==> src/rtl/phy_gearbox_pkg.sv <==
// Shared definitions for the PHY gearbox family: width-mode encodings and the
// mode-to-ratio mapping used by both packing directions.
package phy_gearbox_pkg;

  localparam logic [1:0] MODE_X4   = 2'b00;
  localparam logic [1:0] MODE_X2   = 2'b01;
  localparam logic [1:0] MODE_X1   = 2'b10;
  localparam logic [1:0] MODE_RSVD = 2'b11;

  // Reserved encoding falls through to the full ratio.
  function automatic int unsigned ratio_of(input logic [1:0] mode, input int unsigned ratio_max);
    case (mode)
      MODE_X2: return ratio_max >> 1;
      MODE_X1: return ratio_max >> 2;
      default: return ratio_max;
    endcase
  endfunction

endpackage

==> src/rtl/gearbox_lane_wr.sv <==
// Combinational merge of one symbol into a right-aligned word at beat position
// pos, MSB-first: beat 0 lands in the highest occupied slot.
module gearbox_lane_wr #(
  parameter int unsigned IN_W      = 8,
  parameter int unsigned RATIO_MAX = 4,
  parameter int unsigned OUT_W     = IN_W * RATIO_MAX,
  parameter int unsigned CW        = $clog2(RATIO_MAX) + 1
) (
  input  logic [OUT_W-1:0] base,
  input  logic [IN_W-1:0]  sym,
  input  logic [CW-1:0]    pos,
  input  logic [CW-1:0]    ratio,
  output logic [OUT_W-1:0] merged
);

  always_comb begin
    merged = base;
    for (int j = 0; j < int'(RATIO_MAX); j++) begin
      if (j == int'(ratio) - 1 - int'(pos)) begin
        merged[j*IN_W +: IN_W] = sym;
      end
    end
  end

endmodule

==> src/rtl/gearbox_n2w.sv <==
// Narrow-to-wide receive gearbox: packs IN_W symbols into 1, 2 or RATIO_MAX
// symbol words with flush of partial words and a per-word beat count.
module gearbox_n2w
  import phy_gearbox_pkg::*;
#(
  parameter int unsigned IN_W      = 8,
  parameter int unsigned RATIO_MAX = 4,
  parameter int unsigned OUT_W     = IN_W * RATIO_MAX,
  parameter int unsigned CW        = $clog2(RATIO_MAX) + 1
) (
  input  logic             CLK,
  input  logic             RST,
  input  logic             ENB,
  input  logic [1:0]       PCLK,
  input  logic             in_valid,
  input  logic [IN_W-1:0]  in,
  input  logic             flush,
  output logic [OUT_W-1:0] out,
  output logic             out_valid,
  output logic [CW-1:0]    out_cnt
);

  logic [CW-1:0]    cnt_q, cnt_d;
  logic [OUT_W-1:0] shadow_q, shadow_d;
  logic [1:0]       mode_q, mode_d;
  logic [OUT_W-1:0] out_d;
  logic             out_valid_d;
  logic [CW-1:0]    out_cnt_d;

  logic [1:0]       mode_n;
  logic [CW-1:0]    ratio;
  logic             discard;
  logic [CW-1:0]    base_cnt;
  logic [OUT_W-1:0] base_shadow;
  logic [OUT_W-1:0] merged;
  logic [CW-1:0]    next_cnt;
  logic             emit;

  assign mode_n = (PCLK == MODE_RSVD) ? MODE_X4 : PCLK;
  assign ratio  = CW'(ratio_of(mode_n, RATIO_MAX));

  // A mode switch abandons any partial word; this edge's beat starts afresh.
  assign discard     = (mode_n != mode_q) && (cnt_q != '0);
  assign base_cnt    = discard ? '0 : cnt_q;
  assign base_shadow = discard ? '0 : shadow_q;
  assign next_cnt    = base_cnt + CW'(in_valid);
  assign emit        = (in_valid && (next_cnt == ratio)) || (flush && (next_cnt != '0));

  gearbox_lane_wr #(
    .IN_W      (IN_W),
    .RATIO_MAX (RATIO_MAX),
    .OUT_W     (OUT_W),
    .CW        (CW)
  ) u_lane_wr (
    .base   (base_shadow),
    .sym    (in),
    .pos    (base_cnt),
    .ratio  (ratio),
    .merged (merged)
  );

  always_comb begin
    cnt_d       = cnt_q;
    shadow_d    = shadow_q;
    mode_d      = mode_q;
    out_d       = out;
    out_cnt_d   = out_cnt;
    out_valid_d = 1'b0;
    if (!ENB) begin
      cnt_d     = '0;
      shadow_d  = '0;
      mode_d    = MODE_X4;
      out_d     = '0;
      out_cnt_d = '0;
    end else begin
      mode_d   = mode_n;
      cnt_d    = next_cnt;
      shadow_d = in_valid ? merged : base_shadow;
      if (emit) begin
        out_d       = in_valid ? merged : base_shadow;
        out_cnt_d   = next_cnt;
        out_valid_d = 1'b1;
        cnt_d       = '0;
        shadow_d    = '0;
      end
    end
  end

  always_ff @(posedge CLK or posedge RST) begin
    if (RST) begin
      cnt_q     <= '0;
      shadow_q  <= '0;
      mode_q    <= MODE_X4;
      out       <= '0;
      out_cnt   <= '0;
      out_valid <= 1'b0;
    end else begin
      cnt_q     <= cnt_d;
      shadow_q  <= shadow_d;
      mode_q    <= mode_d;
      out       <= out_d;
      out_cnt   <= out_cnt_d;
      out_valid <= out_valid_d;
    end
  end

endmodule

==> config.mk <==
export PLATFORM = sky130hd
export DESIGN_NAME = gearbox_n2w
export DESIGN_NICKNAME = d
export VERILOG_FILES = /design/src/rtl/phy_gearbox_pkg.sv /design/src/rtl/gearbox_lane_wr.sv /design/src/rtl/gearbox_n2w.sv
export SDC_FILE = /design/constraint.sdc
export NUM_CORES = 1
export LEC_CHECK = 0
export CELL_PAD_IN_SITES_DETAIL_PLACEMENT = 0
export CELL_PAD_IN_SITES_GLOBAL_PLACEMENT = 2
export CORE_UTILIZATION = 32
export CTS_BUF_LIST = sky130_fd_sc_hd__clkbuf_4
export DETAILED_ROUTE_END_ITERATION = 8
export GPL_ROUTABILITY_DRIVEN = 0
export PLACE_DENSITY_LB_ADDON = 0.1
export SYNTH_ARGS = -nofsm -noshare
export SYNTH_HDL_FRONTEND = slang
export SYNTH_SLANG_ARGS = --single-unit
==> constraint.sdc <==
create_clock -name CLK -period 3.4 [get_ports CLK]
set_input_delay 0.68 -clock CLK [delete_from_list [all_inputs] [get_ports CLK]]
set_output_delay 0.68 -clock CLK [all_outputs]
set_load 0.05 [all_outputs]
==> impl_metrics.csv <==
group,metric,value,unit
worst_setup_path,required,3.70,ns
power,powerDensity,420,nW/µm²
global_routing,grt.total_usage,0.179,
power,switching_power,710,µW
cts,cts_hold_buf,0,
die,die_area,11200,µm²
timing,report.final.hold_viol_count,0,
synthesis,synth_top_cells_by_count,"dfrtp_1, nor2_1, a21oi_1",
synthesis,syn_inst,339,
global_routing,grt_pass1_vias,2956,
detailed_routing,drc,0,
power,seqPwrFrac,0.453,
worst_setup_path,crit_path_max_incr_delay,0.51,ns
power,ir_drop,0.000195,V
power,intPower,1.36,mW
worst_setup_path,reg2regPathDepth,11,
synthesis,async_flop_share,1.00,
timing,setup_viol,0,
synthesis,synth-edff-count,0,
synthesis,synth.distinct_cells,36,
die,coreArea,10400,µm²
cts,cts_tree,"built",
detailed_routing,drt-pass1-iter-count,4,
die,die_w,106,µm
timing,slew_violations,0,
synthesis,synth.largest_area_cell,"dfrtp_1",
global_routing,grt_pass1_wl,15600,µm
worst_setup_path,cp_cell_sequence,"buf_12, inv_12, ha_4, xnor2_2, and3_4, ha_4, inv_4, fa_2, ha_4, or4b_4, buf_6, o41a_1, a22o_1, o21a_1",
synthesis,synth_ff_type,"dfrtp_1",
synthesis,netlist_area,3460,µm²
detailed_routing,wire_per_inst,16.7,µm
timing,fmax,297,MHz
die,die_h,106,µm
worst_setup_path,crit_fanout,8,
global_routing,grt_overflow,0,
synthesis,synth_seq_area_share,0.528,
cts,insertion_delay,0.42,ns
cts,numCtsBuffers,9,
cts,cts_buffer_depth,2,
cts,cts_max_level,3,
detailed_routing,met3_length,219,µm
detailed_routing,drt_wl_total,9300,µm
timing,tightest_slew,0.524,ns
synthesis,synth.most_common_cell,"dfrtp_1",
detailed_routing,wl_met1,4670,µm
global_routing,grt_max_degree,74,
layout,area_growth,42.5,%
synthesis,synth.avg_cell_area,10.2,µm²
worst_setup_path,start_kind,"input port",
worst_setup_path,worstPathArrival,3.68,ns
timing,fin_crit,3.37,ns
worst_hold_path,hp-class,"register to register",
worst_hold_path,holdPathStages,2,
power,p_clk_frac,0.264,
power,finalPower,2.07,mW
worst_setup_path,crit_family,"adder cells",
cts,cts.sinks,73,
timing,maxSlewHeadroom,0.650,
die,ios,51,
synthesis,yosys_warnings,0,
detailed_routing,drtIter0Drc,138,
worst_setup_path,crit_path_top_delay_cell,"or4b_4",
die,fp-row-count,37,
detailed_routing,ant_nets,0,
placement,place_area,4450,µm²
timing,fin_crit_sh,0.992,
outcome,status,"finished, final reports clean",
placement,dp_hpwl,6100,µm
power,p_comb_frac,0.283,
cts,ctsRootBufferMaster,"clkbuf_4",
run,max_cap_violations,0,
layout,fillers,1016,
worst_setup_path,crit_type,"input port to register",
layout,antenna_cells,0,
power,p_leak,2.14,nW
worst_setup_path,worst_setup_path_end_kind,"register",
timing,fin_skew,0.0186,ns
synthesis,synth.top_cells.by_area,"dfrtp_1, nor2_1, o31ai_1",
power,p_sw_frac,0.343,
worst_setup_path,critical_path.most_common_cell,"ha_4",
synthesis,ys_ff_latch,73,
global_routing,antenna_found_initial,0,
worst_setup_path,cp.depth,14,
detailed_routing,top_layer_used,"met4",
detailed_routing,via_per_inst,5.05,
layout,fin_area,4930,µm²
synthesis,netlist.area_leader.share,0.528,
layout,fin_util,0.473,
placement,port_buffers,50,
layout,drive_above_1_share,0.278,
placement,pre_cts_ws,-1.06,ns
die,start_util,0.332,
cts,clk_pin_slew_worst_paths,0.11,ns
worst_setup_path,crit_buf_inv,4,
detailed_routing,dr_total_vias,2811,
layout,fin_nets,444,
detailed_routing,wl_met2,4290,µm
timing,setup_slack,0.0286,ns
timing,rsz0062_at_grt,"yes",
[worst min-delay path, delay by kind of cell, from the launching register on]
kind / cells / cell delay [ns]
flip-flops: 1 / 0.34
AO/OA/AOI/OAI: 1 / 0.09
AND/OR/NAND/NOR: 1 / 0.07
[power groups by stage]
| stage | registers [mW] | clock network [mW] | logic, mW |
|---|---|---|---|
| finish | 0.938 | 0.547 | 0.587 |
| global route | 0.943 | 0.604 | 0.627 |
| CTS | 0.939 | 0.568 | 0.577 |
| detailed placement | 0.956 | 0 | 0.551 |
| global placement | 0.955 | 0 | 0.552 |
| floorplan | 1.11 | 0 | 0.191 |
[per-stage QoR]
stage	hold slack, ns	std cells	TNS, ns
final	0.534	557	0
after global routing	0.563	557	-1.17
after CTS	0.542	555	-3.73
after detailed placement	0.515	534	-63.34
after global placement	0.505	534	-60.61
after floorplan	0.485	341	-16.42
[cell families (layout without fill, tap and decap cells)]
group	count (synthesis)	count (layout)	share of synthesized area
XOR/XNOR	7	7	0.0177
flip-flops	73	73	0.528
AO/OA/AOI/OAI	113	113	0.226
buffers and inverters	45	125	0.0593
other	1	3	0.00108
adder cells (fa/ha/maj)	13	13	0.0492
AND/OR/NAND/NOR	87	87	0.119
[cell type report]
type | instances | area [µm²] | share of cell area
clock buffers | 10 | 75.1 | 0.0152
clock inverters | 6 | 58.8 | 0.0119
inverters | 17 | 81.3 | 0.0165
multi-input cells | 223 | 1810 | 0.368
flip-flops and latches | 73 | 1830 | 0.371
well taps | 136 | 170 | 0.0345
repair buffers | 92 | 906 | 0.184
[per-layer routing]
| layer | vias up | track usage |
|---|---|---|
| met3 | 9 | 0.0276 |
| met4 | 0 | 0.0605 |
| met2 | 41 | 0.281 |
| met1 | 1407 | 0.253 |
| met5 | - | 0 |
| li1 | 1354 | - |
[what timing repair did]
item                                    in CTS  in global routing
buffers inserted                             5                  3
endpoints found under the setup margin      64                 63
gates resized for setup                     48                 27
pin swaps                                   23                 24
cloned                                       0                  0
[placed cells by master, fill, tap and decap left out, drive strengths merged, types with 2 or more instances in the layout]
| cell | n |
|---|---|
| o31a | 8 |
| ha | 12 |
| nor2 | 57 |
| dfrtp | 73 |
| buf | 44 |
| clkdlybuf4s50 | 48 |
| conb | 3 |
| o21a | 9 |
| xor2 | 3 |
| nor2b | 8 |
| o31ai | 24 |
| o41a | 2 |
| a21oi | 28 |
| and3 | 2 |
| a22o | 8 |
| a21boi | 2 |
| a31oi | 26 |
| and4 | 2 |
| clkbuf | 10 |
| or4b | 2 |
| o32ai | 3 |
| and2 | 3 |
| inv | 17 |
| clkinv | 4 |
| nand2 | 7 |
| xnor2 | 4 |
[state kept, by name, summed over array words and instances (netlist names)]
signal     flops
mode_q         2
out           32
shadow_q      32
cnt_q          3
out_cnt        3
out_valid      1
[path summary, 6_finish.rpt]
path / end / slack [ns] / from
hold reg to reg: shadow_q[20]$_DFF_PP0_ / 0.53 / shadow_q[20]$_DFF_PP0_
setup reg to reg: out[13]$_DFFE_PP0P_ / 0.10 / mode_q[1]$_DFF_PP0_
hold / removal: shadow_q[20]$_DFF_PP0_ / 0.53 / shadow_q[20]$_DFF_PP0_
min in group asynchronous: out[21]$_DFFE_PP0P_ / 0.65 / RST
setup / recovery: out[13]$_DFFE_PP0P_ / 0.03 / PCLK[1]
max in group asynchronous: cnt_q[1]$_DFF_PP0_ / 2.42 / RST
No activity file was read; power rests on OpenSTA's default activity.
